**config.mk**
```make
export PLATFORM = sky130hd
export DESIGN_NAME = spi_master
export DESIGN_NICKNAME = d
export VERILOG_FILES = /design/src/rtl/spi_master.sv
export SDC_FILE = /design/constraint.sdc
export NUM_CORES = 1
export LEC_CHECK = 0
export CAP_MARGIN = 40
export CORE_ASPECT_RATIO = 0.6
export CORE_UTILIZATION = 40
export CTS_CLUSTER_SIZE = 40
export DETAILED_ROUTE_END_ITERATION = 12
export PLACE_DENSITY = 0.73
export SYNTH_ARGS = -nofsm -noshare
export SYNTH_HDL_FRONTEND = slang
export SYNTH_SLANG_ARGS = --single-unit
```
**constraint.sdc**
```tcl
create_clock -name clk -period 4.5 [get_ports clk]
set_input_delay 1.35 -clock clk [delete_from_list [all_inputs] [get_ports clk]]
set_output_delay 1.35 -clock clk [all_outputs]
set_load 0.05 [all_outputs]
```
**src/rtl/spi_master.sv**
```systemverilog
// spi_master: single-clock master for the 10-bit-frame SPI slave.
// Sends one command frame per accepted start request, one bit per clk
// cycle on SS_n/MOSI. For rd-data frames (word[9:8] = 2'b11) it collects
// the 8-bit response on MISO after READ_LAT cycles.
// Optional build macro SPI_MASTER_ABORT_EN adds an 'abort' input. When
// abort is sampled high in START, CMD, SHIFT, WAIT or RECV, the frame
// moves straight to STOP.
module spi_master #(
    parameter int READ_LAT = 2
) (
    input  logic       clk,
    input  logic       rst_n,
    input  logic       start,
    input  logic [9:0] tx_word,
`ifdef SPI_MASTER_ABORT_EN
    input  logic       abort,
`endif
    output logic       busy,
    output logic       done,
    output logic [7:0] rd_data,
    output logic       rd_valid,
    output logic       SS_n,
    output logic       MOSI,
    input  logic       MISO
);

    localparam logic [2:0] S_IDLE  = 3'd0;
    localparam logic [2:0] S_START = 3'd1;
    localparam logic [2:0] S_CMD   = 3'd2;
    localparam logic [2:0] S_SHIFT = 3'd3;
    localparam logic [2:0] S_WAIT  = 3'd4;
    localparam logic [2:0] S_RECV  = 3'd5;
    localparam logic [2:0] S_STOP  = 3'd6;

    // WAIT lasts READ_LAT-1 cycles. Its count ends at READ_LAT-2.
    localparam logic [3:0] WAIT_LAST = 4'((READ_LAT > 1) ? (READ_LAT - 2) : 0);

    // Slave select is low in every state between acceptance and STOP.
    function automatic logic is_active(input logic [2:0] st);
        logic act;
        case (st)
            S_START, S_CMD, S_SHIFT, S_WAIT, S_RECV: act = 1'b1;
            default:                                 act = 1'b0;
        endcase
        return act;
    endfunction

    logic       abort_s;
    logic [2:0] state_q, state_d;
    logic [3:0] cnt_q, cnt_d;
    logic [9:0] word_q, word_d;
    logic [7:0] shreg_q, shreg_d;
    logic       busy_q, busy_d;
    logic       done_q, done_d;
    logic       rd_valid_q, rd_valid_d;
    logic [7:0] rd_data_q, rd_data_d;
    logic       ss_n_q, ss_n_d;
    logic       mosi_q, mosi_d;
    logic [3:0] bit_idx_s;

`ifdef SPI_MASTER_ABORT_EN
    assign abort_s = abort;
`else
    assign abort_s = 1'b0;
`endif

    // Frame sequencing: next state, bit counter, captured word, receive shifter.
    always_comb begin
        state_d = state_q;
        cnt_d   = cnt_q;
        word_d  = word_q;
        shreg_d = shreg_q;
        case (state_q)
            S_IDLE: begin
                if (start && !busy_q) begin
                    state_d = S_START;
                    word_d  = tx_word;
                    cnt_d   = 4'd0;
                end else begin
                    state_d = S_IDLE;
                end
            end
            S_START: begin
                if (abort_s) begin
                    state_d = S_STOP;
                end else begin
                    state_d = S_CMD;
                end
                cnt_d = 4'd0;
            end
            S_CMD: begin
                if (abort_s) begin
                    state_d = S_STOP;
                end else begin
                    state_d = S_SHIFT;
                end
                cnt_d = 4'd0;
            end
            S_SHIFT: begin
                if (abort_s) begin
                    state_d = S_STOP;
                    cnt_d   = 4'd0;
                end else if (cnt_q == 4'd9) begin
                    cnt_d = 4'd0;
                    if (word_q[9:8] == 2'b11) begin
                        state_d = (READ_LAT == 1) ? S_RECV : S_WAIT;
                    end else begin
                        state_d = S_STOP;
                    end
                end else begin
                    cnt_d = cnt_q + 4'd1;
                end
            end
            S_WAIT: begin
                if (abort_s) begin
                    state_d = S_STOP;
                    cnt_d   = 4'd0;
                end else if (cnt_q == WAIT_LAST) begin
                    state_d = S_RECV;
                    cnt_d   = 4'd0;
                end else begin
                    cnt_d = cnt_q + 4'd1;
                end
            end
            S_RECV: begin
                if (abort_s) begin
                    state_d = S_STOP;
                    cnt_d   = 4'd0;
                end else begin
                    shreg_d = {shreg_q[6:0], MISO};
                    if (cnt_q == 4'd7) begin
                        state_d = S_STOP;
                        cnt_d   = 4'd0;
                    end else begin
                        cnt_d = cnt_q + 4'd1;
                    end
                end
            end
            S_STOP: begin
                state_d = S_IDLE;
                cnt_d   = 4'd0;
            end
            default: begin
                state_d = S_IDLE;
                cnt_d   = 4'd0;
            end
        endcase
    end

    assign bit_idx_s = 4'd9 - cnt_d;

    // Output decode from the next state, so every pin comes straight from a flop.
    always_comb begin
        busy_d   = (state_d != S_IDLE);
        done_d   = (state_d == S_STOP);
        ss_n_d   = !is_active(state_d);
        mosi_d   = 1'b0;
        case (state_d)
            S_CMD:   mosi_d = word_d[9];
            S_SHIFT: mosi_d = word_d[bit_idx_s];
            default: mosi_d = 1'b0;
        endcase
        // Only a rd-data frame that finishes RECV normally delivers a byte.
        rd_valid_d = (state_d == S_STOP) && (state_q == S_RECV)
                     && (word_q[9:8] == 2'b11) && !abort_s;
        if (rd_valid_d) begin
            rd_data_d = shreg_d;
        end else begin
            rd_data_d = rd_data_q;
        end
    end

    // State and output registers. An asynchronous reset abandons any frame in progress.
    always_ff @(posedge clk or negedge rst_n) begin
        if (!rst_n) begin
            state_q    <= S_IDLE;
            cnt_q      <= 4'd0;
            word_q     <= 10'd0;
            shreg_q    <= 8'd0;
            busy_q     <= 1'b0;
            done_q     <= 1'b0;
            rd_valid_q <= 1'b0;
            rd_data_q  <= 8'h00;
            ss_n_q     <= 1'b1;
            mosi_q     <= 1'b0;
        end else begin
            state_q    <= state_d;
            cnt_q      <= cnt_d;
            word_q     <= word_d;
            shreg_q    <= shreg_d;
            busy_q     <= busy_d;
            done_q     <= done_d;
            rd_valid_q <= rd_valid_d;
            rd_data_q  <= rd_data_d;
            ss_n_q     <= ss_n_d;
            mosi_q     <= mosi_d;
        end
    end

    assign busy     = busy_q;
    assign done     = done_q;
    assign rd_valid = rd_valid_q;
    assign rd_data  = rd_data_q;
    assign SS_n     = ss_n_q;
    assign MOSI     = mosi_q;

endmodule

```
==> flow_summary.toml <==
[status]
status = "completed"

[timing]
slew_headroom_pct = 60.7
fin_tns_setup_ns = 0
fin_hold_ws_ns = 0.498
setup_viol = 0
min_period_over_period_pct = 83.0
rsz0062_at_grt = "no"
fmax_mhz = 268
slew_violations = 0
worst_pin_slew_ns = 0.587
hold_violations = 0
skew_ns = 0.00684
finalWorstSetupSlack_ns = 0.764
min_period_ns = 3.74

[clock_network]
ctsResizeCount = 0
clkSinkCount = 38
clk-insertion-delay-late_ns = 0.28
htreeDepth = 2
post_cts_buffers = 0
cts_tree = "yes"
cts_root_buf = "clkbuf_8"
clk_path_buf_depth = 2
cts_made_buffers = 5
hold_buffers = 0
worst_setup_hold_path_clk_slew_ns = 0.08

[min_path]
worstHoldPathType = "register to register"

[yosys]
yosys.cell_types.count = 38
syn-mean-instance-area_um2 = 13.2
synthCells = 143
yosys.area.top_type = "dfrtp_1"
ys_seq_elements = 38
synth.most_common_cell = "dfrtp_1"
syn_area_um2 = 1880
synth_edf_count = 0
synth_top_area_share_pct = 49.1
netlist_top_cells_count = "dfrtp_1, mux2_2, inv_1"
ys_seq_area_share_pct = 50.5
synth_nets = 161
synth-async-reset-ratio_pct = 100
synth_area_leaders = "dfrtp_1, mux2_2, mux2_4"
yosys_warnings = 0
ys_dominant_reg_cell = "dfrtp_1"

[global_route]
grt_pass1_wl_mm = 5.53
grt_pass1_vias = 1088
overflow = 0
grt_usage_pct = 15.0
antenna_found_initial = 0
grt_max_degree = 39

[pwr]
p_per_area_nw_per_um2 = 544
vdd_drop_max_uv = 277
p_leak_nw = 1.04

[routing]
drtIter0Drc = 42
detail-route-antenna-nets = 0
wl_per_cell_um = 14.6
vias = 1155
viasPerCell = 4.94
drc_errors = 0
routed_wl_mm = 3.43
firstDrtPassIters = 3

[floorplan]
io_pins = 27
dieWidth_um = 90.6
rows = 18
start_util_pct = 43.8
fp.dieH_um = 55.2
die-area_um2 = 5000
core_area_um2 = 4300

[setup_path]
crit_type = "input port to register"
crit_path_cell_trace = "clkdlybuf4s50_1 -> nand2b_1 -> nor4_4 -> nor4_4 -> o21ai_0 -> o21ai_0 -> inv_1 -> ha_1 -> mux2_2 -> mux2i_1 -> mux2i_1 -> a211o_1"
max_stage_delay_ns = 0.40
start_kind = "input port"
worstPathArrival_ns = 3.91
crit_buf_inv = 2
cp_max_fo = 5
crit_slowest_cell = "clkdlybuf4s50_1"
critical_path.top_delay_family = "multiplexers"
worstPathRequired_ns = 4.67
worstSetupEndpointType = "register"

[final_layout]
layout-drive-gt1-share_pct = 30.5
area_growth_pct = 21.8
diodes = 0
final_net_count = 191

[placement]
gp_congestion = 0.830
io_buffers = 26
place_ws_ns = 0.472
dp_hpwl_mm = 2.52

[run]
cap_viol_max_count = 0
[worst register-to-register path, cell delays in order, from the launching register on]
cell,delay [ns]
dfrtp_1,0.66
nand3b_1,0.55
and2_2,0.42
nand2b_1,0.13
o21ai_0,0.21
inv_1,0.08
ha_1,0.38
mux2_2,0.36
mux2i_1,0.16
mux2i_1,0.10
a211o_1,0.26
[cell families after synthesis]
group	count (synthesis)	synth area share, %
AO/OA/AOI/OAI	20	9.36
adder cells (fa/ha/maj)	4	2.66
multiplexers	34	21.4
flip-flops	38	50.5
buffers and inverters	14	3.85
AND/OR/NAND/NOR	32	11.7
XOR/XNOR	1	0.465
[path summary, 6_finish.rpt]
kind,start,endpoint,slack (ns),cells after the start
worst max-delay path,start,MOSI,0.76,12
worst max register to register,state_q[2],MOSI,1.08,10
max in group asynchronous,rst_n,SS_n,2.67,2
worst min-delay path,shreg_q[7],shreg_q[7],0.50,1
min in group asynchronous,rst_n,busy,1.49,2
worst min register to register,shreg_q[7],shreg_q[7],0.50,1
[registers in the layout (all words and copies together) (netlist names)]
register and flops:
cnt_q 4, done 1, SS_n 1, state_q 3, MOSI 1, busy 1, rd_valid 1, rd_data 8
shreg_q 8, word_q 10
[power breakdown]
part | switching (mW) | internal, mW
registers | 0.0718 | 0.397
clock network | 0.118 | 0.123
logic | 0.264 | 0.273
[layer usage]
layer / global-route usage [%] / vias up / wire length [um]
li1: - / 565 / -
met1: 20.5 / 564 / 1750
met2: 22.9 / 22 / 1520
met3: 4.78 / 4 / 136
met4: 4.84 / 0 / 21
met5: 0 / - / 0
[placed cells by master (no fill, tap or decap), drive strengths merged, types with 3 or more instances in the layout]
cell type and count:
o21ai 4, clkbuf 6, clkdlybuf4s50 26, ha 4, mux2 30, a211o 3, a21oi 4, dfrtp 37
nand2b 5, nand2 6, buf 3, inv 8, nand3b 4, nor2 6, mux2i 4
[layout make-up]
type / count / area (um^2)
Clock buffer: 6 / 82.6
Clock inverter: 2 / 12.5
Fill cell: 364 / 2010
Inverter: 8 / 30.0
Multi-Input combinational cell: 91 / 860
Sequential cell: 38 / 952
Tap cell: 60 / 75.1
Timing Repair Buffer: 29 / 283
[through the flow]
| step | power [mW] | std cells | utilization [%] | area (um^2) |
|---|---|---|---|---|
| after CTS | 1.26 | 234 | 53.3 | 2290 |
| after detailed placement | 1.01 | 226 | 51.1 | 2200 |
| after global placement | 0.986 | 226 | 51.1 | 2200 |
| final | 1.25 | 234 | 53.3 | 2290 |
| after floorplan | 0.899 | 143 | - | 1880 |
| after global routing | 1.34 | 234 | 53.3 | 2290 |
Note: power is estimated with default switching activity, not from simulation.
